$ cat src/rtl/tinytpu_pkg.sv
// Shared tinytpu constants, host-link FSM states and frame-size helpers.
package tinytpu_pkg;

    localparam int unsigned DefDW   = 8;
    localparam int unsigned DefN    = 2;
    localparam int unsigned DefWord = 2;

    typedef enum logic [2:0] {
        StIdle,
        StLoad,
        StInit,
        StWait,
        StRecv,
        StDone
    } link_state_t;

    function automatic int unsigned frame_bits(int unsigned d_w, int unsigned n,
                                               int unsigned word);
        return n * word * d_w;
    endfunction

    function automatic int unsigned result_bits(int unsigned d_w, int unsigned n);
        return n * n * 2 * d_w;
    endfunction

    function automatic int unsigned cnt_width(int unsigned fb, int unsigned rb);
        return $clog2(((fb > rb) ? fb : rb) + 1);
    endfunction

endpackage

$ cat src/rtl/tpu_link_piso.sv
// Parallel-load, left-shift serialiser; the register MSB is the serial output.
module tpu_link_piso #(
    parameter int unsigned Width = 32
) (
    input  logic             clk,
    input  logic             rst,
    input  logic             load,
    input  logic             shift,
    input  logic [Width-1:0] din,
    output logic             dout
);

    logic [Width-1:0] shift_q;

    // Zeros shift in, so the output returns to 0 once the whole frame is out.
    always_ff @(posedge clk) begin
        if (rst) begin
            shift_q <= '0;
        end else if (load) begin
            shift_q <= din;
        end else if (shift) begin
            shift_q <= {shift_q[Width-2:0], 1'b0};
        end
    end

    assign dout = shift_q[Width-1];

endmodule

$ cat src/rtl/tpu_host_link.sv
// Host end of the tinytpu bit-serial link: serialises an operand pair, pulses init and
// deserialises the result. Optional WAIT watchdog enabled by TPU_LINK_TIMEOUT_EN.
module tpu_host_link
    import tinytpu_pkg::*;
#(
    parameter int unsigned D_W    = DefDW,
    parameter int unsigned N      = DefN,
    parameter int unsigned WORD   = DefWord
`ifdef TPU_LINK_TIMEOUT_EN
    ,
    parameter int unsigned TO_CYC = 1024
`endif
) (
    input  logic                  clk,
    input  logic                  rst,
    input  logic                  cmd_valid,
    output logic                  cmd_ready,
    input  logic [N*WORD*D_W-1:0] x_vec,
    input  logic [N*WORD*D_W-1:0] y_vec,
    output logic                  res_valid,
    input  logic                  res_ready,
    output logic [N*N*2*D_W-1:0]  res_data,
    output logic                  timeout,
    output logic                  data_in_x,
    output logic                  data_in_y,
    output logic                  load_en,
    output logic                  init,
    input  logic                  data_out_z,
    input  logic                  tx_ready
);

    localparam int unsigned FB   = frame_bits(D_W, N, WORD);
    localparam int unsigned RB   = result_bits(D_W, N);
    localparam int unsigned CntW = cnt_width(FB, RB);

    link_state_t     state_q, state_d;
    logic [CntW-1:0] cnt_q, cnt_d;
    logic [RB-1:0]   res_q;
    logic            load_en_q, load_en_d;
    logic            init_q, init_d;
    logic            cmd_ready_q, cmd_ready_d;
    logic            res_valid_q, res_valid_d;
    logic            accept, frame_shift, rx_start, rx_shift;
    logic            to_fire;

    assign accept      = (state_q == StIdle) && cmd_valid;
    assign frame_shift = (state_q == StLoad);
    assign rx_start    = (state_q == StWait) && tx_ready;
    assign rx_shift    = rx_start || (state_q == StRecv);

`ifdef TPU_LINK_TIMEOUT_EN
    localparam int unsigned WaitW = $clog2(TO_CYC + 1);

    logic [WaitW-1:0] wait_q;
    logic             timeout_q;

    assign to_fire = (state_q == StWait) && !tx_ready && (wait_q == WaitW'(TO_CYC - 1));

    always_ff @(posedge clk) begin
        if (rst) begin
            wait_q    <= '0;
            timeout_q <= 1'b0;
        end else begin
            wait_q <= (state_q == StWait) ? wait_q + 1'b1 : '0;
            if (to_fire) begin
                timeout_q <= 1'b1;
            end
        end
    end

    assign timeout = timeout_q;
`else
    assign to_fire = 1'b0;
    assign timeout = 1'b0;
`endif

    tpu_link_piso #(
        .Width(FB)
    ) u_piso_x (
        .clk  (clk),
        .rst  (rst),
        .load (accept),
        .shift(frame_shift),
        .din  (x_vec),
        .dout (data_in_x)
    );

    tpu_link_piso #(
        .Width(FB)
    ) u_piso_y (
        .clk  (clk),
        .rst  (rst),
        .load (accept),
        .shift(frame_shift),
        .din  (y_vec),
        .dout (data_in_y)
    );

    always_ff @(posedge clk) begin
        if (rst) begin
            state_q     <= StIdle;
            cnt_q       <= '0;
            load_en_q   <= 1'b0;
            init_q      <= 1'b0;
            cmd_ready_q <= 1'b1;
            res_valid_q <= 1'b0;
        end else begin
            state_q     <= state_d;
            cnt_q       <= cnt_d;
            load_en_q   <= load_en_d;
            init_q      <= init_d;
            cmd_ready_q <= cmd_ready_d;
            res_valid_q <= res_valid_d;
        end
    end

    always_comb begin
        state_d = state_q;
        unique case (state_q)
            StIdle: if (cmd_valid) state_d = StLoad;
            StLoad: if (cnt_q == CntW'(FB - 1)) state_d = StInit;
            StInit: state_d = StWait;
            StWait: begin
                if (tx_ready) begin
                    state_d = StRecv;
                end else if (to_fire) begin
                    state_d = StDone;
                end
            end
            StRecv: if (cnt_q == CntW'(RB - 1)) state_d = StDone;
            StDone: if (res_ready) state_d = StIdle;
            default: state_d = StIdle;
        endcase
    end

    // Bit 0 is taken in WAIT, so RECV starts counting at 1.
    always_comb begin
        cnt_d = '0;
        if ((state_q == StLoad) || (state_q == StRecv)) begin
            cnt_d = cnt_q + 1'b1;
        end else if (rx_start) begin
            cnt_d = CntW'(1);
        end
    end

    // Outputs are decoded from the next state and registered, so they never glitch.
    always_comb begin
        load_en_d   = (state_d == StLoad);
        init_d      = (state_d == StInit);
        cmd_ready_d = (state_d == StIdle);
        res_valid_d = (state_d == StDone);
    end

    always_ff @(posedge clk) begin
        if (rst) begin
            res_q <= '0;
        end else if (to_fire) begin
            res_q <= '0;
        end else if (rx_shift) begin
            res_q <= {res_q[RB-2:0], data_out_z};
        end
    end

    assign cmd_ready = cmd_ready_q;
    assign res_valid = res_valid_q;
    assign res_data  = res_q;
    assign load_en   = load_en_q;
    assign init      = init_q;

endmodule

$ cat config.mk
export PLATFORM = sky130hd
export DESIGN_NAME = tpu_host_link
export DESIGN_NICKNAME = d
export VERILOG_FILES = /design/src/rtl/tinytpu_pkg.sv /design/src/rtl/tpu_link_piso.sv /design/src/rtl/tpu_host_link.sv
export SDC_FILE = /design/constraint.sdc
export NUM_CORES = 1
export LEC_CHECK = 0
export CORE_MARGIN = 5
export CORE_UTILIZATION = 49
export DETAILED_ROUTE_END_ITERATION = 10
export PLACE_DENSITY = 0.85
export SETUP_SLACK_MARGIN = 0.5
export SYNTH_ARGS = -nofsm -noshare
export SYNTH_HDL_FRONTEND = slang
export SYNTH_SLANG_ARGS = --single-unit
$ cat constraint.sdc
create_clock -name clk -period 2 [get_ports clk]
set_clock_uncertainty 0.1 [all_clocks]
set_input_delay 0.4 -clock clk [delete_from_list [all_inputs] [get_ports clk]]
set_output_delay 0.4 -clock clk [all_outputs]
set_load 0.01 [all_outputs]
# Yosys cells after proc, flatten, opt, wreduce, memory -nomap -nowiden
# Index checks and enable logic that the tools add are counted.
[totals] ff_bits=142 latchBits=0 ram_bits=0 romBits=0 in_bits=70 out_inout_bits=71 word_cells=39 memories=0
[op_classes] n_addsub=1 n_mul=0 div=0 magnitude_cmp=0 eq_ne=10 n_shift=0 n_mux=12 bitwise_logic=0 reduce_logical=7
[ops] op="$mux 32" count=4
[ops] op="$pmux 3 s6" count=1
[ops] op="$mux 3" count=5
[ops] op="$eq 3x2->1 const B" count=3
[ops] op="$eq 3x3->1 const B" count=3
[ops] op="$add 7x1->7 const B" count=1
[ops] op="$eq 7x5->1 const B" count=1
[ops] op="$eq 7x6->1 const B" count=1
[ops] op="$mux 7" count=1
[ops] op="$eq 3x1->1 const B" count=2
[ops] op="$logic_not 3->1" count=2
[ops] op="$logic_and 1x1->1" count=2
[ops] op="$logic_or 1x1->1" count=2
[ops] op="$reduce_bool 2->1" count=1
[ops] op="$mux 1" count=1

# Logic depth before layout (Yosys ltp)
# Gate-level depths: netlist (run 1).
[depth] word_depth=4 depth_mapped=6 mapped_depth_nobuf=5

# By module
# Synthesis (run 1) repeated with hierarchy kept, for this count alone.
[unflattened] hier_cells=636 area_unflattened_um2=6244.7
[modules_own_cells] mod="tpu_link_piso" n_inst=2 cells_each=142 area_each_um2=1661.6 seq_area_each_um2=640.6
[modules_own_cells] mod="tpu_host_link" n_inst=1 cells_each=352 area_each_um2=2921.6 seq_area_each_um2=1561.5

# Worst setup path after synthesis (run 1)
# Ideal clock, no wire load.
[synth_path] path_type="input port to flip-flop" startpoint="input port rst" endpoint="register u_piso_x.shift_q[24]" setup_time_ns=0.147 t_arrival_ns=1.374 required_ns=1.753 setup_slack_ns=0.379 stages=4 path_buffers=3 cell_sequence="clkbuf_1 > clkbuf_1 > clkbuf_1 > a311oi_2"
[synth_lines] item="from (decl)" line_no="tpu_host_link.sv:15" text="input logic rst,"
[synth_lines] item="to (signal assigned)" line_no="tpu_link_piso.sv:20" text="shift_q <= din;"
[synth_lines] item="to (signal assigned)" line_no="tpu_link_piso.sv:22" text="shift_q <= {shift_q[Width-2:0], 1'b0};"
[synth_lines] item="to (decl)" line_no="tpu_link_piso.sv:13" text="logic [Width-1:0] shift_q;"
# No word-level cell between the ends.

# Worst setup path in the final report (run 1)
[layout_path] startpoint="register state_q[1]" endpoint="register res_q[26], in the netlist res_data[26]"
[layout_between] elab_chain_cells=3 word_cells_on_any_way=4 classes_between="2 x eq/ne; 2 x reduce/logical"
[layout_rtl] item="from (decl)" line_no="tpu_host_link.sv:36" text="link_state_t state_q, state_d;"
[layout_rtl] item="from (signal assigned)" line_no="tpu_host_link.sv:101" text="state_q <= StIdle;"
[layout_rtl] item="from (signal assigned)" line_no="tpu_host_link.sv:108" text="state_q <= state_d;"
[layout_rtl] item="$eq 3x2->1" line_no="tpu_host_link.sv:48" text="assign rx_start = (state_q == StWait) && tx_ready;"
[layout_rtl] item="$logic_and 1x1->1" line_no="tpu_host_link.sv:48"
[layout_rtl] item="$logic_or 1x1->1 *" line_no="tpu_host_link.sv:49" text="assign rx_shift = rx_start || (state_q == StRecv);"
[layout_rtl] item="to (signal assigned)" line_no="tpu_host_link.sv:160" text="res_q <= {res_q[RB-2:0], data_out_z};"
[layout_rtl] item="to (decl)" line_no="tpu_host_link.sv:38" text="logic [RB-1:0] res_q;"
# Mark *: on every way between the ends. The rest lies on a longest branch, timed or not.
# A chain may end at the register's enable or synchronous reset.

==> impl_results.md, run 1 <==
* Status: finished clean
* Distinct cells, synth at 37
* Synth area leader: dfxtp_1
* Setup WS pre-CTS at -149 ps
* Register bit total from synthesis at between 100 and 150
* Final-report hold violation count at 0
* WP data required at 2190 ps
* Area growth syn-to-layout at 65.1%
* Final Slew Violations at 0
* # hold bufs at CTS at 0
* Number of CTS-inserted buffers at 17
* Die H at approximately 120 µm
* Synth Flop Type: dfxtp_1
* Syn_area_per_cell at 8.24 µm²
* Worst-path clk slew at approximately 60 ps
* Crit path DAT at 2010 ps
* Max cap viols at 0
* Reg-to-Reg Start: state_q[1]
* Total GRT Usage at 26.8%
* Fin crit period at 1820 ps
* HPWL after DPL at 9350 µm
* EDFF count, synth at 0
* Largest net degree at the start of global routing at 60
* Final setup viols at 0
* Clock sinks at 142
* First-pass GRT wire length at 30600 µm
* CTS tree: yes
* Hold_sp: rst
* Power, Total at ~7 mW
* Cell with the most instances after synthesis: nand2_1
* WL per Instance at 21.4 µm
* Hold crit path type: primary input to flip-flop
* Floorplan core area at 0.0115 mm²
* Share of layout cells above drive strength 1 at 47.7%
* Max IR drop VDD at 0.486 mV
* Crit-path cells: buf_6, or3b_4, and2_4, buf_12, clkbuf_16, nand2_2, a21oi_1
* Crit Path Max Fanout at 8
* Clock root buffer: clkbuf_16
* Top cell type's share of synthesized area at 48.8%
* Via/cell ratio at approximately 6.0
* RSZ-0062 raised after global routing: true
* Crit Path Class: flip-flop to flip-flop
* Startpoint Class: flip-flop
* Pleak at about 3.6 nW
* Syn nets at 778
* Max Root-Sink Buffers at 2
* Synth Cell Area at 0.00583 mm²
* Antenna-violating nets left at 0
* Commonest cells post-synth: nand2_1 (257), dfxtp_1 (142), nor2_1 (72)
* CP max stage delay at 430 ps
* PortBufs at 139
* Pre-antenna DRT Iters at 6
* Critical Path End Type: flip-flop
* Die area at 0.0142 mm²
* Final #Nets at 958
* Seq/Total Area, Yosys at 48.8%
* CP Launch Point: state_q[1]
* Cell count after synthesis at 707
* IO Count at 141
* CP max stage cell: or3b_4
* FP Rows at 39
* Total wire length at approximately 22000 µm
* CP Buf/Inv Count at 3
* Initial antenna violation count at 0
* Via count of the first global-routing pass at 6047
* DR DRC count at 0
* Gpl congestion at 0.831
* Worst setup margin at approximately 180 ps
* CP delay by family, top: simple AND/OR/NAND/NOR gates
* Overflow after GRT at 0
* Max Freq at around 0.55 GHz
* Tcrit/Tclk final at about nine tenths
* Die Wd at approximately 120 µm
* Largest cells by area after synthesis: dfxtp_1 (49%), nand2_1 (17%), a311oi_2 (10%)
* Power Density at 748 mW/mm²
* Initial Util at 50.6%
* Ant. Diodes at 0
* DRT iter0 DRCs at between 600 and 700
* Vias at 6246
* CTS H-Tree Depth at 4
* Ys Warns at 0
* Asr flop ratio synth at 0%
* Worst hold margin at between 200 and 300 ps
* Clk_lat worst skew at between 400 and 500 ps
## final timing paths
path / end / slack [ps] / cells after the start
max: res_data[26] / 180 / 7
min: res_data[52] / 290 / 2
max reg2reg: res_data[26] / 180 / 7
min reg2reg: res_data[6] / 360 / 2
## area by class of cell
cell class / instances / area (µm²)
Clock inverter: 11 / 116
Clock buffer: 21 / 460
Fill cell: 617 / 1900
Tap cell: 143 / 179
Inverter: 3 / 11.3
Timing Repair Buffer: 222 / 2560
Multi-Input combinational cell: 501 / 3350
Sequential cell: 142 / 2940
## metrics by stage
step                area, µm²  cells  utilization [%]  TNS [ps]
finish                   9620   1043             83.5         0
global route             9620   1043             83.5         0
CTS                      8930   1009             77.6         0
detailed placement       7290    941             63.3     -5700
global placement         7290    941             63.3     -3590
floorplan                5860    707                -         0
## metal layers
metal / track usage [%] / wire length (µm)
met5: 0 / 0
met4: 14.1 / 998
met3: 6.49 / 2100
met2: 46.9 / 11200
met1: 30.0 / 8010
## what timing repair did
| item | in CTS | in global routing |
|---|---|---|
| pin swaps | 27 | 33 |
| buffers inserted | 18 | 21 |
| gates resized for setup | 406 | 145 |
| cloned | 18 | 13 |
| endpoints found under the setup margin | 204 | 176 |
## registers in the layout, summed over array words and instances (netlist names)
name and flops:
u_piso_y.shift_q 32, init 1, load_en 1, u_piso_x.shift_q 32, state_q 3, res_data 64
cnt_q 7, res_valid 1, cmd_ready 1
## worst register-to-register path: stages (launching register included)
cell       delay (ps)
dfxtp_4           360
buf_6             110
or3b_4            430
and2_4            190
buf_12            150
clkbuf_16         180
nand2_2            90
a21oi_1            70
## where the power goes
| part | total [mW] | switching, mW | internal, mW |
|---|---|---|---|
| clock | 3.13 | 1.23 | 1.89 |
| combinational | 1.05 | 0.514 | 0.532 |
| sequential | 3.02 | 0.0800 | 2.94 |
| total | 7.19 | 1.83 | 5.36 |
## layout by cell type (no fill, tap or decap), drive strengths merged, types with 15 or more instances in the layout
cell type / count
clkdlybuf4s15: 15
clkdlybuf4s50: 67
nor2: 72
dfxtp: 142
a21oi: 68
a311oi: 63
clkbuf: 32
nand2: 258
buf: 128
## cell families after synthesis
logic type	Yosys count	synth area share, %
adders and majority gates	1	0.215
xor gates and xnor gates	6	0.902
AOI/OAI and AO/OA	140	20.7
other	1	0.0644
DFF	142	48.8
and+or+nand+nor	353	24.0
buffers and inverters	64	5.31
Note: power is estimated with default switching activity, not from simulation.
==> inputs of run 2 (changes only) <==
--- a/config.mk
+++ b/config.mk
@@ -7,6 +7,7 @@
 export LEC_CHECK = 0
 export CORE_MARGIN = 5
 export CORE_UTILIZATION = 49
+export CTS_CLUSTER_SIZE = 16
 export DETAILED_ROUTE_END_ITERATION = 10
 export PLACE_DENSITY = 0.85
 export SETUP_SLACK_MARGIN = 0.5
==> results of run 2 <==
The final DEF is identical to that of run 1; final timing and power are the same.
==> inputs of run 3 (changes only) <==
--- a/config.mk
+++ b/config.mk
@@ -9,6 +9,7 @@
 export CORE_UTILIZATION = 49
 export CTS_CLUSTER_SIZE = 16
 export DETAILED_ROUTE_END_ITERATION = 10
+export HOLD_SLACK_MARGIN = 0.15
 export PLACE_DENSITY = 0.85
 export SETUP_SLACK_MARGIN = 0.5
 export SYNTH_ARGS = -nofsm -noshare
==> results of run 3 <==
The final DEF is identical to that of run 1; final timing and power are the same.
